`config.mk`:
```
export PLATFORM = sky130hd
export DESIGN_NAME = vs_countdown_timer
export DESIGN_NICKNAME = d
export VERILOG_FILES = /design/src/rtl/vs_countdown_timer.sv
export SDC_FILE = /design/constraint.sdc
export NUM_CORES = 1
export LEC_CHECK = 0
export ABC_AREA = 1
export CAP_MARGIN = 20
export CORE_MARGIN = 2
export CORE_UTILIZATION = 51
export CTS_CLUSTER_DIAMETER = 30
export DETAILED_ROUTE_END_ITERATION = 16
export GPL_TIMING_DRIVEN = 0
export PLACE_DENSITY = 0.79
export SLEW_MARGIN = 20
export SYNTH_ARGS = -nofsm -noshare
export SYNTH_HDL_FRONTEND = slang
export SYNTH_SLANG_ARGS = --single-unit
```
`constraint.sdc`:
```
create_clock -name clock -period 2.6 [get_ports clock]
set_clock_uncertainty 0.2 [all_clocks]
set_input_delay 0.78 -clock clock [delete_from_list [all_inputs] [get_ports clock]]
set_output_delay 0.78 -clock clock [all_outputs]
set_load 0.1 [all_outputs]
```
`src/rtl/vs_countdown_timer.sv`:
```
// Loadable down-counter with one-shot or auto-reload terminal-count pulse.
// Latency: first decrement one edge after entering RUN; tc_pulse registered, L edges after RUN entry.
// Backpressure: load_ready drops while running; a pending load is held by the producer, never dropped.
module vs_countdown_timer #(
    parameter int N = 8
) (
    input  logic         clock,
    input  logic         reset,
    input  logic         load_valid,
    output logic         load_ready,
    input  logic [N-1:0] load_value,
    input  logic         start,
    input  logic         stop,
    input  logic         periodic,
    output logic [N-1:0] count,
    output logic         running,
    output logic         tc_pulse,
    output logic         expired
);

    typedef enum logic [1:0] {
        S_IDLE   = 2'd0,
        S_RUN    = 2'd1,
        S_PAUSED = 2'd2
    } state_t;

    state_t       state;
    logic [N-1:0] reload;
    logic         load_acc;
    logic [N-1:0] eff_count;

    // Loads are only taken while stopped; a same-cycle load feeds the start decision.
    assign load_ready = (state != S_RUN);
    assign running    = (state == S_RUN);
    assign load_acc   = load_valid & load_ready;
    assign eff_count  = load_acc ? load_value : count;

    // Timer state machine: load/start while stopped, decrement and terminal count while running.
    always_ff @(posedge clock) begin
        if (reset) begin
            state    <= S_IDLE;
            count    <= '0;
            reload   <= '0;
            tc_pulse <= 1'b0;
            expired  <= 1'b0;
        end else begin
            tc_pulse <= 1'b0;
            case (state)
                S_IDLE, S_PAUSED: begin
                    if (load_acc) begin
                        count   <= load_value;
                        reload  <= load_value;
                        expired <= 1'b0;
                    end
                    // Never enter RUN with a zero count, so the decrement cannot wrap.
                    if (start && !stop && (eff_count != '0)) begin
                        state   <= S_RUN;
                        expired <= 1'b0;
                    end
                end
                S_RUN: begin
                    if (stop) begin
                        state <= S_PAUSED;
                    end else if (count > 1) begin
                        count <= count - 1'b1;
                    end else begin
                        // Terminal count; periodic is sampled live here, not latched at start.
                        tc_pulse <= 1'b1;
                        if (periodic) begin
                            count <= reload;
                        end else begin
                            count   <= '0;
                            expired <= 1'b1;
                            state   <= S_IDLE;
                        end
                    end
                end
                default: begin
                    state <= S_IDLE;
                end
            endcase
        end
    end

endmodule

```
-- Yosys cells after proc, flatten, opt, wreduce, memory -nomap -nowiden
Cells that the tools add are included.
- logic and storage cells: 48
- bits in registers: 20
- output and inout bits: 12
- bitwise gates (word level): 2
- reduce and logical (&&, ||, !) cells: 12
- multiplexer cells: 17
- eq/ne operators: 10
- order comparisons: 1
- add/sub/neg operators: 1
- operator list (cell ; number):
    $mux W8 ; 4
    $pmux W8 S2 ; 1
    $ne A3 B3 Y1 const B ; 3
    $gt A8 B1 Y1 const B ; 1
    $mux W2 ; 4
    $ne A2 B2 Y1 const B ; 4
    $reduce_bool A8 Y1 ; 1
    $sub A8 B1 Y8 const B ; 1
    $mux W1 ; 6
    $reduce_and A5 Y1 ; 1
    $pmux W2 S2 ; 1
    $reduce_and A2 Y1 ; 2
    $reduce_and A3 Y1 ; 1
    $reduce_or A3 Y1 ; 1
    $eq A2 B1 Y1 const B ; 1
    $eq A2 B2 Y1 const B ; 1
    $logic_and A1 B1 Y1 ; 2
    $logic_not A2 Y1 ; 1
    $ne A2 B1 Y1 const B ; 1
    $pmux W1 S2 ; 1
    $reduce_bool A2 Y1 ; 1
    $reduce_or A2 Y1 ; 1
    $and A1 B1 Y1 ; 1
    $logic_not A1 Y1 ; 1
    $not A1 Y1 ; 1

-- Longest topological paths before layout
Gate-level depths: netlist (run 1).
- word-level depth: 7
- mapped depth: 13

-- Worst setup path after synthesis (run 1)
Ideal clock, no wire load.
- path kind: register to register
- start: register count[0]
- end: register count[2]
- setup time: 0.123 ns
- path slack: -0.017 ns
- data arrival time: 2.294 ns
- clock period less this slack: 2.617 ns
- cell stages (with the launch flop): 10
- cell sequence: dfxtp_1 -> inv_1 -> ha_1 -> or2_2 -> nand4_4 -> inv_2 -> nand2_1 -> nor2_1 -> o21ai_0 -> a21oi_1
- longest elaborated chain between the ends: 4
- elaborated cells on any way between the ends: 5
- classes of those cells: add/sub (1); order compare (1); mux (3)
- RTL lines (item ; RTL line ; source):
    start, declared ; 15 ; output logic [N-1:0] count,
    start signal, assigned ; 51 ; count <= load_value;
    start signal, assigned ; 65 ; count <= count - 1'b1;
    start signal, assigned ; 70 ; count <= reload;
    $sub A8 B1 Y8 / $gt A8 B1 Y1 (equally long branches) ; 65, 64 ;
    $mux W8 * ; 64 ; end else if (count > 1) begin
    $mux W8 * ; 62 ; if (stop) begin
    $pmux W8 S2 * ; 48 ; case (state)
Mark *: on every way between the ends. The rest lies on a longest branch, timed or not. The select of a mux whose other input is x is not followed.
A chain may end at the register's enable or synchronous reset.

-- Final worst setup path (run 1)
- start: register count[7]
- end: output port count[7]
No word-level cell between the ends.

==> results.md, run 1 <==
- Sort of element at the start of the critical path: flop
- Antenna cell count: 0
- Starting Density: 0.533
- CTS Sinks: 20
- Root Buffer: sky130_fd_sc_hd__clkbuf_4
- Maximum number of pins on one net before global-route repair: 12
- Total nets after synthesis: 208
- Total global-route track usage: 0.252
- Crit-path cells: clkdlybuf4s15_1
- Maximum buffer depth of the clock tree: 2
- Worst EP required: 1.62 ns
- EDFF count, synth: 0
- Psw: between 0.4 and 0.5 mW
- Combinational share of power: 0.444
- Final setup violation count: 0
- Later-pin clock latency in the skew report: 0.30 ns
- DRT Wirelength: ~3.3 mm
- Ys async rst share: 0
- Total vias in the final route: 1378
- Number of I/O pins: 26
- Routability congestion estimate: 0.922
- Critical R2R Capture: count[2]$_SDFFE_PP0P_
- Worst voltage drop across the vdd grid: 0.385 mV
- Number of instances in the synthesized netlist: between 150 and 200
- Source of the worst register-to-register timing path: count[1]$_SDFFE_PP0P_
- Length in cells of the worst reg-to-reg path: 9
- CP bufs+invs: 1
- Max Transition Viols Final: 0
- Worst hold path class: flop to flop
- Total of flip-flops plus latches after synthesis: 20
- Core Footprint: 2450 um2
- Crit path depth: 1
- Worst hold path startpoint: reload[1]$_SDFFE_PP0P_
- Placed Area: ~1600 um2
- Number of antenna violations at the first check in global routing: 0
- Number of clock buffers inserted by TritonCTS: 3
- Synth top area cells: sky130_fd_sc_hd__dfxtp_1 31%, sky130_fd_sc_hd__nand2_1 13%, sky130_fd_sc_hd__o21ai_0 8.0%
- Leakage dissipation: roughly 0.72 nW
- Run status: complete, no violations
- Post-layout instance area: 1620 um2
- Internal power consumption: 0.552 mW
- Worst hold margin: 0.257 ns
- DRC violations left: 0
- Full die area: 2990 um2
- Via-to-Cell Ratio: 5.51
- Top cell type's share of synthesized area: 0.306
- Crit-path max cell delay: 0.84 ns
- Count of fill cells added during filler insertion: 231
- H-tree level count: 1
- Slew headroom: 0.369
- Arrival time of data at the critical path endpoint: 1.56 ns
- Reg-to-reg setup timing slack: 0.51 ns
- Number of port buffers: 24
- Setup Crit Path Kind: flop to output pin
- Primary flip-flop cell chosen by synthesis mapping: sky130_fd_sc_hd__dfxtp_1
- Number of distinct library cells after synthesis: 33
- Nets@finish: 237
- Number of cell rows: 18
- Tcrit/Tclk final: 0.977
- Max frequency: 393 MHz
- Portion of total power attributed to the clock network: 0.185
- First-pass GRT wire length: 5.42 mm
- Final Util: 0.659
- Number of placed instances, taps included: 246
- X dimension of the die: 54.7 um
- Mean routed wirelength per cell: ~13 um
- Area growth from synthesis to layout: 23.5%
- Power density of the placed cells: 614 nW/um2
- Estimated wirelength of the detail-placed design: 2.57 mm
- Via count of the first global-routing pass: 1228
- CP endpoint kind: output pin
- Violation count after the first detailed-route iteration: 30
- Crit path capture: count[7]
- Crit path max fanout: 5
- Slew at the pin with the worst max-slew slack: 0.951 ns
- Grt ovf: 0
- Final standard cell count with taps included and fillers excluded: 250
- Clock input transition at the sequential cells of the worst setup and hold paths: 0.12 ns
- Flop pwr share: 0.371
- Largest area contributor in the synthesized netlist: sky130_fd_sc_hd__dfxtp_1
- CTS tree: built
- Final hold vios: 0
- Yosys warning count: 0
- Switching power share of the total: 0.444
- Max Cap Violations: 0
- Die boundary height: 54.7 um
- Worst path slowest cell: sky130_fd_sc_hd__clkdlybuf4s15_1
- Average cell area after synthesis: approximately 6.8 um2
- Mapped cell area: 1310 um2
- TritonRoute pass-1 iters: 5
- Proportion of synthesized chip area in sequential cells: 0.306
- Post-CTS setup-driven buffer insertion count: 0
- ANT nets after route: 0
- Critical path's top delay family: buffers and inverters
- Start point of the critical path: count[7]$_SDFFE_PP0P_
- Setup repair after global routing missed its margin: false
- Final Critical Period: 2.54 ns
- Ratio of cells with drive above 1 in the final layout: 0.150
cell families (layout without fill, tap and decap cells):
kind of cell	after synthesis	in the layout	synth area share
AND/OR/NAND/NOR	87	87	0.347
AO/OA/AOI/OAI	48	48	0.196
buffers and inverters	32	60	0.112
flip-flops	20	20	0.306
XOR/XNOR	3	3	0.0201
adder cells (fa/ha/maj)	2	2	0.0191
timing repair:
action	in CTS	in global routing
pin swaps	0	0
hold buffers	0	0
gates resized for setup	26	6
endpoints found under the setup margin	12	5
stage by stage:
stage / setup WS, ns / power [mW] / setup TNS [ns]
global route: 0.00110 / 1.06 / 0
global placement: -0.418 / 0.816 / -0.597
detailed placement: -0.419 / 0.824 / -0.613
CTS: 0.00305 / 1.00 / 0
finish: 0.0585 / 0.993 / 0
floorplan: 0.0129 / 0.713 / 0
cells in the final DEF, fill, tap and decap left out, drive strengths merged, types with 2 or more instances in the layout:
master | netlist | layout
nand2 | 47 | 47
clkbuf | 0 | 6
o21ai | 24 | 24
dlygate4sd2 | 0 | 3
nand4 | 3 | 3
nand3b | 7 | 7
a21oi | 17 | 17
clkdlybuf4s15 | 0 | 6
nand3 | 17 | 17
clkdlybuf4s50 | 0 | 12
inv | 26 | 26
xor2 | 2 | 2
a31oi | 4 | 4
buf | 6 | 7
ha | 2 | 2
nor2 | 10 | 10
o211ai | 2 | 2
dfxtp | 20 | 20
routing by layer:
| metal | wire length, um | global-route usage | vias to the layer above |
|---|---|---|---|
| met1 | 1410 | 0.329 | 614 |
| met2 | 1590 | 0.417 | 60 |
| li1 | - | - | 701 |
| met4 | 24 | 0.0875 | 0 |
| met3 | 244 | 0.0383 | 3 |
| met5 | 0 | 0 | - |
worst min path at each step:
| stage | endpoint | depth (start not counted) |
|---|---|---|
| after floorplan | reload[4]$_SDFFE_PP0P_ | 2 |
| after global placement | reload[1]$_SDFFE_PP0P_ | 2 |
| after detailed placement | reload[1]$_SDFFE_PP0P_ | 2 |
| after CTS | reload[1]$_SDFFE_PP0P_ | 2 |
| after global routing | reload[1]$_SDFFE_PP0P_ | 2 |
| final | reload[1]$_SDFFE_PP0P_ | 2 |
power by group through the flow:
stage / logic [mW] / clock network, mW / registers, mW
5_1_grt: 0.482 / 0.201 / 0.372
6_report: 0.441 / 0.184 / 0.368
4_1_cts: 0.441 / 0.192 / 0.368
3_3_place_gp: 0.443 / 0 / 0.373
3_5_place_dp: 0.449 / 0 / 0.375
2_1_floorplan: 0.218 / 0 / 0.495
cell usage after synthesis, types with 2 or more instances:
master	number
sky130_fd_sc_hd__nand3_2	2
sky130_fd_sc_hd__dfxtp_1	20
sky130_fd_sc_hd__nand2_4	2
sky130_fd_sc_hd__nor2_1	9
sky130_fd_sc_hd__ha_1	2
sky130_fd_sc_hd__inv_2	3
sky130_fd_sc_hd__a31oi_1	4
sky130_fd_sc_hd__a21oi_1	16
sky130_fd_sc_hd__o211ai_1	2
sky130_fd_sc_hd__nand4_1	2
sky130_fd_sc_hd__xor2_1	2
sky130_fd_sc_hd__o21ai_0	21
sky130_fd_sc_hd__o21ai_1	3
sky130_fd_sc_hd__buf_2	3
sky130_fd_sc_hd__nand3_1	15
sky130_fd_sc_hd__nand3b_1	5
sky130_fd_sc_hd__nand2_1	44
sky130_fd_sc_hd__inv_1	22
layout make-up:
class                      instances  area (um2)  share of cell area
sequential                        20         402               0.248
buffer                             6        46.3              0.0286
tap                               30        37.5              0.0232
multi-input combinational        140         762               0.471
inverter                          26         100              0.0619
timing repair buffer              24         233               0.144
clock buffer                       4        36.3              0.0224
registers in the layout, summed over array words and instances, names as in the netlist:
register,count
count,8
expired,1
state,2
tc_pulse,1
reload,8
No activity file was read; power rests on OpenSTA's default activity.
==> run 2: changes to the inputs <==
--- a/config.mk
+++ b/config.mk
@@ -7,12 +7,14 @@
 export LEC_CHECK = 0
 export ABC_AREA = 1
 export CAP_MARGIN = 20
+export CELL_PAD_IN_SITES_DETAIL_PLACEMENT = 0
+export CELL_PAD_IN_SITES_GLOBAL_PLACEMENT = 1
 export CORE_MARGIN = 2
-export CORE_UTILIZATION = 51
+export CORE_UTILIZATION = 36
 export CTS_CLUSTER_DIAMETER = 30
 export DETAILED_ROUTE_END_ITERATION = 16
 export GPL_TIMING_DRIVEN = 0
-export PLACE_DENSITY = 0.79
+export PLACE_DENSITY_LB_ADDON = 0.1
 export SLEW_MARGIN = 20
 export SYNTH_ARGS = -nofsm -noshare
 export SYNTH_HDL_FRONTEND = slang
==> run 2 against run 1 <==
Non-clock buffer count stayed put. Combinational power hardly changed. Fmax is 0.71% higher. Wire length is 8.6% higher. Final cell count is 6.0% higher.
==> results.md, run 2 (synthesis gave the netlist of run 1 again) <==
- Leakage dissipation: 0.714 nW (was 0.723 nW)
- Final standard cell count with taps included and fillers excluded: 265 (was 250)
- Registers with the most flip-flops: count (8), reload (8), state (2) (unchanged)
- Ratio of cells with drive above 1 in the final layout: 0.155 (was 0.150)
- Worst hold path class: flop to flop (unchanged)
- CP bufs+invs: 1 (unchanged)
- Final Critical Period: 2.52 ns (was 2.54 ns)
- CTS Sinks: 20 (unchanged)
- Slew headroom: 0.365 (was 0.369)
- Number of clock buffers inserted by TritonCTS: 3 (unchanged)
- First-pass GRT wire length: 5.97 mm (was 5.42 mm)
- Crit-path max cell delay: 0.84 ns (about the same)
- Total vias in the final route: 1301 (was 1378)
- Setup repair after global routing missed its margin: false (unchanged)
- Crit-path cells: clkdlybuf4s15_1 (unchanged)
- Arrival time of data at the critical path endpoint: 1.54 ns (was 1.56 ns)
- Mean routed wirelength per cell: 13.4 um (was 13.1 um)
- Number of cell rows: 21 (was 18)
- Via count of the first global-routing pass: 1231 (was 1228)
- Number of placed instances, taps included: 262 (was 246)
- Nets@finish: 237 (unchanged)
- Final Util: 0.471 (was 0.659)
- TritonRoute pass-1 iters: 4 (was 5)
- Core Footprint: 3420 um2 (was 2450 um2)
- Die boundary height: 64.3 um (was 54.7 um)
- Full die area: 4130 um2 (was 2990 um2)
- Maximum buffer depth of the clock tree: 2 (unchanged)
- Final setup violation count: 0 (unchanged)
- Power density of the placed cells: 602 nW/um2 (was 614 nW/um2)
- Quantity of hold-fixing buffers added after cts: 0 (unchanged)
- DRC violations left: 0 (unchanged)
- Worst setup margin: 0.0764 ns (was 0.0585 ns)
- Total global-route track usage: 0.185 (was 0.252)
- Slew at the pin with the worst max-slew slack: 0.956 ns (was 0.951 ns)
- Violation count after the first detailed-route iteration: 57 (was 30)
- Later-pin clock latency in the skew report: 0.31 ns (was 0.30 ns)
- Max frequency: 396 MHz (was 393 MHz)
- Post-place setup slack: -0.443 ns (was -0.419 ns)
- CP endpoint kind: output pin (unchanged)
- Worst hold margin: 0.259 ns (was 0.257 ns)
- Clock input transition at the sequential cells of the worst setup and hold paths: 0.12 ns (about the same)
- Worst path slowest cell: sky130_fd_sc_hd__clkdlybuf4s15_1 (unchanged)
- Root Buffer: sky130_fd_sc_hd__clkbuf_4 (unchanged)
- Sort of element at the start of the critical path: flop (unchanged)
- Number of I/O pins: 26 (unchanged)
- Worst EP required: 1.62 ns (about the same)
- Number of antenna violations at the first check in global routing: 0 (unchanged)
- Tcrit/Tclk final: 0.971 (was 0.977)
- Maximum number of pins on one net before global-route repair: 11 (was 12)
- Grt ovf: 0 (unchanged)
- Quantity of gates resized following cts: 26 (unchanged)
- ANT nets after route: 0 (unchanged)
- Final hold vios: 0 (unchanged)
- X dimension of the die: 64.3 um (was 54.7 um)
- Setup Crit Path Kind: flop to output pin (unchanged)
- Most common library cell in the layout ignoring fill and taps: sky130_fd_sc_hd__nand2_1 (unchanged)
- Crit path max fanout: 5 (unchanged)
- Max Cap Violations: 0 (unchanged)
- Worst voltage drop across the vdd grid: 0.229 mV (was 0.385 mV)
- Run status: complete, no violations (unchanged)
- Number of port buffers: 24 (unchanged)
- Antenna cell count: 0 (unchanged)
- DRT Wirelength: 3.55 mm (was 3.27 mm)
- Highest-count cells in the layout ignoring fill and taps: 44 x sky130_fd_sc_hd__nand2_1, 22 x sky130_fd_sc_hd__inv_1, 21 x sky130_fd_sc_hd__o21ai_0, 19 x sky130_fd_sc_hd__dfxtp_1, 16 x sky130_fd_sc_hd__a21oi_1 (unchanged)
- Starting Density: 0.383 (was 0.533)
- Post-route setup TNS: 0 ns (unchanged)
- Via-to-Cell Ratio: 4.91 (was 5.51)
- Critical path's top delay family: buffers and inverters (unchanged)
- Max Transition Viols Final: 0 (unchanged)
- H-tree level count: 1 (unchanged)
- Count of fill cells added during filler insertion: 384 (was 231)
- Area growth from synthesis to layout: 22.8% (was 23.5%)
- CTS tree: built (unchanged)
- Estimated wirelength of the detail-placed design: 2.78 mm (was 2.57 mm)
- Routability congestion estimate: 0.811 (was 0.922)
- Post-CTS setup-driven buffer insertion count: 0 (unchanged)
[run 2: changes by cell type in the layout (fill, tap and decap cells not counted)]
cell                              before  now
sky130_fd_sc_hd__clkbuf_8              1    0
sky130_fd_sc_hd__dlygate4sd2_1         3    2
sky130_fd_sc_hd__clkbuf_2              2    5
sky130_fd_sc_hd__clkdlybuf4s15_2       4    3
sky130_fd_sc_hd__clkdlybuf4s15_1       2    1
[run 2: final cells by class]
cell class                 count  area, um2  area share
tap                           46       57.6      0.0358
buffer                         6       46.3      0.0288
clock buffer                   3       22.5      0.0140
multi-input combinational    140        762       0.474
inverter                      26        100      0.0623
timing repair buffer          24        218       0.135
sequential                    20        402       0.250
[run 2: routing by layer]
layer | vias to the layer above | global-route usage | share of wire
met5 | - | 0 | 0
met4 | 0 | 0.0559 | 0.0054
met3 | 2 | 0.0229 | 0.073
met2 | 53 | 0.288 | 0.45
met1 | 555 | 0.265 | 0.47
li1 | 691 | - | -
[run 2: final timing paths]
kind	startpoint	end	slack, ns	cells past startpoint
setup reg to reg	count[1]$_SDFFE_PP0P_	count[2]$_SDFFE_PP0P_	0.55	9
hold reg to reg	reload[7]$_SDFFE_PP0P_	reload[7]$_SDFFE_PP0P_	0.26	2
hold / removal	reload[7]$_SDFFE_PP0P_	reload[7]$_SDFFE_PP0P_	0.26	2
setup / recovery	count[0]$_SDFFE_PP0P_	count[0]	0.08	1
[run 2: through the flow]
step                      instance area [um2]  power (mW)
after global placement                   1610       0.825
after CTS                                1630       0.977
after global routing                     1610        1.04
final                                    1610       0.968
after detailed placement                 1610       0.826
after floorplan                          1310       0.713
[run 2: report_power, final]
part | switching [mW] | internal, mW
clock | 0.106 | 0.0542
combinational | 0.314 | 0.126
sequential | 0.0298 | 0.337
total | 0.450 | 0.518
==> run 3: changes to the inputs <==
--- a/config.mk
+++ b/config.mk
@@ -10,11 +10,12 @@
 export CELL_PAD_IN_SITES_DETAIL_PLACEMENT = 0
 export CELL_PAD_IN_SITES_GLOBAL_PLACEMENT = 1
 export CORE_MARGIN = 2
-export CORE_UTILIZATION = 36
+export CORE_UTILIZATION = 29
 export CTS_CLUSTER_DIAMETER = 30
 export DETAILED_ROUTE_END_ITERATION = 16
 export GPL_TIMING_DRIVEN = 0
 export PLACE_DENSITY_LB_ADDON = 0.1
+export SKIP_LAST_GASP = 1
 export SLEW_MARGIN = 20
 export SYNTH_ARGS = -nofsm -noshare
 export SYNTH_HDL_FRONTEND = slang
==> run 3 against run 2 <==
Clock power increased by 56%. Register-to-register slack lost 0.05 ns. Largest cell class unchanged. Final area rose by 3.0%. Sequential power about the same. Global-route usage decreased by 3.1 points. Fmax is 1.1% lower. Critical path type unchanged. Clock-buffer cell count up 1. Sequential share of layout area decreased by 0.74 points. Worst hold slack got worse by 0.0012 ns. Wire length up 3.8%.
==> results.md, run 3 (synthesis gave the netlist of run 1 again) <==
- Run status: complete, no violations (unchanged)
- Source of the worst register-to-register timing path: count[1]$_SDFFE_PP0P_ (unchanged)
- H-tree level count: 1 (unchanged)
- Total vias in the final route: 1316 (was 1301)
- Power density of the placed cells: 640 nW/um2 (was 602 nW/um2)
- Highest-count cells in the layout ignoring fill and taps: 44 x sky130_fd_sc_hd__nand2_1, 22 x sky130_fd_sc_hd__inv_1, 21 x sky130_fd_sc_hd__o21ai_0, 19 x sky130_fd_sc_hd__dfxtp_1, 16 x sky130_fd_sc_hd__a21oi_1 (unchanged)
- X dimension of the die: 71.2 um (was 64.3 um)
- Post-route setup TNS: 0 ns (unchanged)
- Number of placed instances, taps included: 268 (was 262)
- Final hold vios: 0 (unchanged)
- Later-pin clock latency in the skew report: 0.26 ns (was 0.31 ns)
- Post-place setup slack: -0.440 ns (was -0.443 ns)
- Clock input transition at the sequential cells of the worst setup and hold paths: 0.08 ns (was 0.12 ns)
- DRC violations left: 0 (unchanged)
- Routability congestion estimate: 0.794 (was 0.811)
- Root Buffer: sky130_fd_sc_hd__clkbuf_8 (was sky130_fd_sc_hd__clkbuf_4)
- Max frequency: 392 MHz (was 396 MHz)
- Mean routed wirelength per cell: 13.5 um (was 13.4 um)
- Setup Crit Path Kind: flop to output pin (unchanged)
- Total global-route track usage: 0.154 (was 0.185)
- Worst setup margin: 0.0481 ns (was 0.0764 ns)
- Via count of the first global-routing pass: 1258 (was 1231)
- First-pass GRT wire length: 6.32 mm (was 5.97 mm)
- Placed Area: 1620 um2 (was 1610 um2)
- Estimated wirelength of the detail-placed design: 2.94 mm (was 2.78 mm)
- CTS Sinks: 20 (unchanged)
- Final standard cell count with taps included and fillers excluded: 272 (was 265)
- Worst voltage drop across the vdd grid: 0.212 mV (was 0.229 mV)
- CP endpoint kind: output pin (unchanged)
- Core Footprint: 4350 um2 (was 3420 um2)
- Total design power: 1.06 mW (was 0.968 mW)
- Sort of element at the start of the critical path: flop (unchanged)
- Ratio of cells with drive above 1 in the final layout: 0.136 (was 0.155)
- Tcrit/Tclk final: 0.981 (was 0.971)
- Number of I/O pins: 26 (unchanged)
- Maximum number of pins on one net before global-route repair: 12 (was 11)
- DRT Wirelength: 3.69 mm (was 3.55 mm)
- Number of antenna violations at the first check in global routing: 0 (unchanged)
- Slew headroom: 0.360 (was 0.365)
- Die boundary height: 71.2 um (was 64.3 um)
- Registers with the most flip-flops: count (8), reload (8), state (2) (unchanged)
- Violation count after the first detailed-route iteration: 43 (was 57)
- Area growth from synthesis to layout: 26.6% (was 22.8%)
- CTS tree: built (unchanged)
- Via-to-Cell Ratio: 4.84 (was 4.91)
- Most common library cell in the layout ignoring fill and taps: sky130_fd_sc_hd__nand2_1 (unchanged)
- Post-CTS setup-driven buffer insertion count: 0 (unchanged)
- Final setup violation count: 0 (unchanged)
- Starting Density: 0.301 (was 0.383)
- Leakage dissipation: 0.740 nW (was 0.714 nW)
- Number of port buffers: 24 (unchanged)
- ANT nets after route: 0 (unchanged)
- Post-layout instance area: 1660 um2 (was 1610 um2)
- Maximum buffer depth of the clock tree: 2 (unchanged)
- Start point of the critical path: state[1]$_SDFFE_PP0P_ (was count[0]$_SDFFE_PP0P_)
- Crit path max fanout: 10 (was 5)
- Full die area: 5070 um2 (was 4130 um2)
- Footprint of the multi-input gates: 762 um2 (unchanged)
- Worst hold path class: flop to flop (unchanged)
- Worst hold path startpoint: reload[1]$_SDFFE_PP0P_ (was reload[7]$_SDFFE_PP0P_)
- Max Cap Violations: 0 (unchanged)
- TritonRoute pass-1 iters: 4 (unchanged)
- Arrival time of data at the critical path endpoint: 1.57 ns (was 1.54 ns)
- Number of cell rows: 24 (was 21)
- Setup repair after global routing missed its margin: true (was false)
- Number of clock buffers inserted by TritonCTS: 3 (unchanged)
- Area taken by flip-flops and latches: 402 um2 (unchanged)
- Nets@finish: 237 (unchanged)
- Max Transition Viols Final: 0 (unchanged)
- Slew at the pin with the worst max-slew slack: 0.964 ns (was 0.956 ns)
- Grt ovf: 0 (unchanged)
- Count of fill cells added during filler insertion: 462 (was 384)
- Worst EP required: 1.62 ns (about the same)
- Final Critical Period: 2.55 ns (was 2.52 ns)
- Antenna cell count: 0 (unchanged)
## run 3: cell count changes in the layout (fill, tap and decap cells not counted), sizes merged
cell	before	now
clkdlybuf4s15	4	3
buf	7	6
clkbuf	8	6
dlygate4sd2	2	7
## run 3: worst max-delay path, cell delays in order (launching register included)
cell	delay, ns
sky130_fd_sc_hd__dfxtp_1	0.36
sky130_fd_sc_hd__inv_2	0.06
sky130_fd_sc_hd__nand2_4	0.13
sky130_fd_sc_hd__buf_12	0.15
sky130_fd_sc_hd__buf_2	0.23
sky130_fd_sc_hd__clkbuf_4	0.37
## run 3: worst paths after layout
| path | endpoint | slack (ns) | cells after the start |
|---|---|---|---|
| min reg2reg | reload[1]$_SDFFE_PP0P_ | 0.26 | 2 |
| max reg2reg | count[2]$_SDFFE_PP0P_ | 0.50 | 9 |
| min | reload[1]$_SDFFE_PP0P_ | 0.26 | 2 |
| max | load_ready | 0.05 | 5 |
## run 3: final cells by class
| type | instances | area share |
|---|---|---|
| inverters | 26 | 0.0604 |
| multi-input cells | 140 | 0.460 |
| plain buffers | 6 | 0.0279 |
| flip-flops and latches | 20 | 0.242 |
| clock buffers | 4 | 0.0332 |
| well taps | 52 | 0.0393 |
| repair buffers | 24 | 0.137 |
## run 3: timing repair
item | 4_1_cts | 5_1_grt
cloned | 0 | 0
pin swaps | 0 | 0
setup endpoints to repair | 12 | 3
resized for setup | 19 | 5
hold buffers | 0 | 0
## run 3: report_power, final
part           switching [mW]  total, mW  internal [mW]
Clock                   0.115      0.250          0.135
Combinational           0.317      0.443          0.127
Sequential             0.0304      0.368          0.337
Total                   0.462       1.06          0.599
## run 3: stage by stage
stage | utilization | hold slack (ns)
floorplan | - | 0.224
global placement | 0.371 | 0.248
detailed placement | 0.371 | 0.250
CTS | 0.382 | 0.263
global route | 0.380 | 0.281
finish | 0.380 | 0.258
## run 3: routing by layer
metal	routed length (um)	GRT usage	vias up
met5	0	0	-
met4	40	0.0440	0
met3	150	0.0157	5
met2	1620	0.236	35
met1	1880	0.228	578
li1	-	-	698
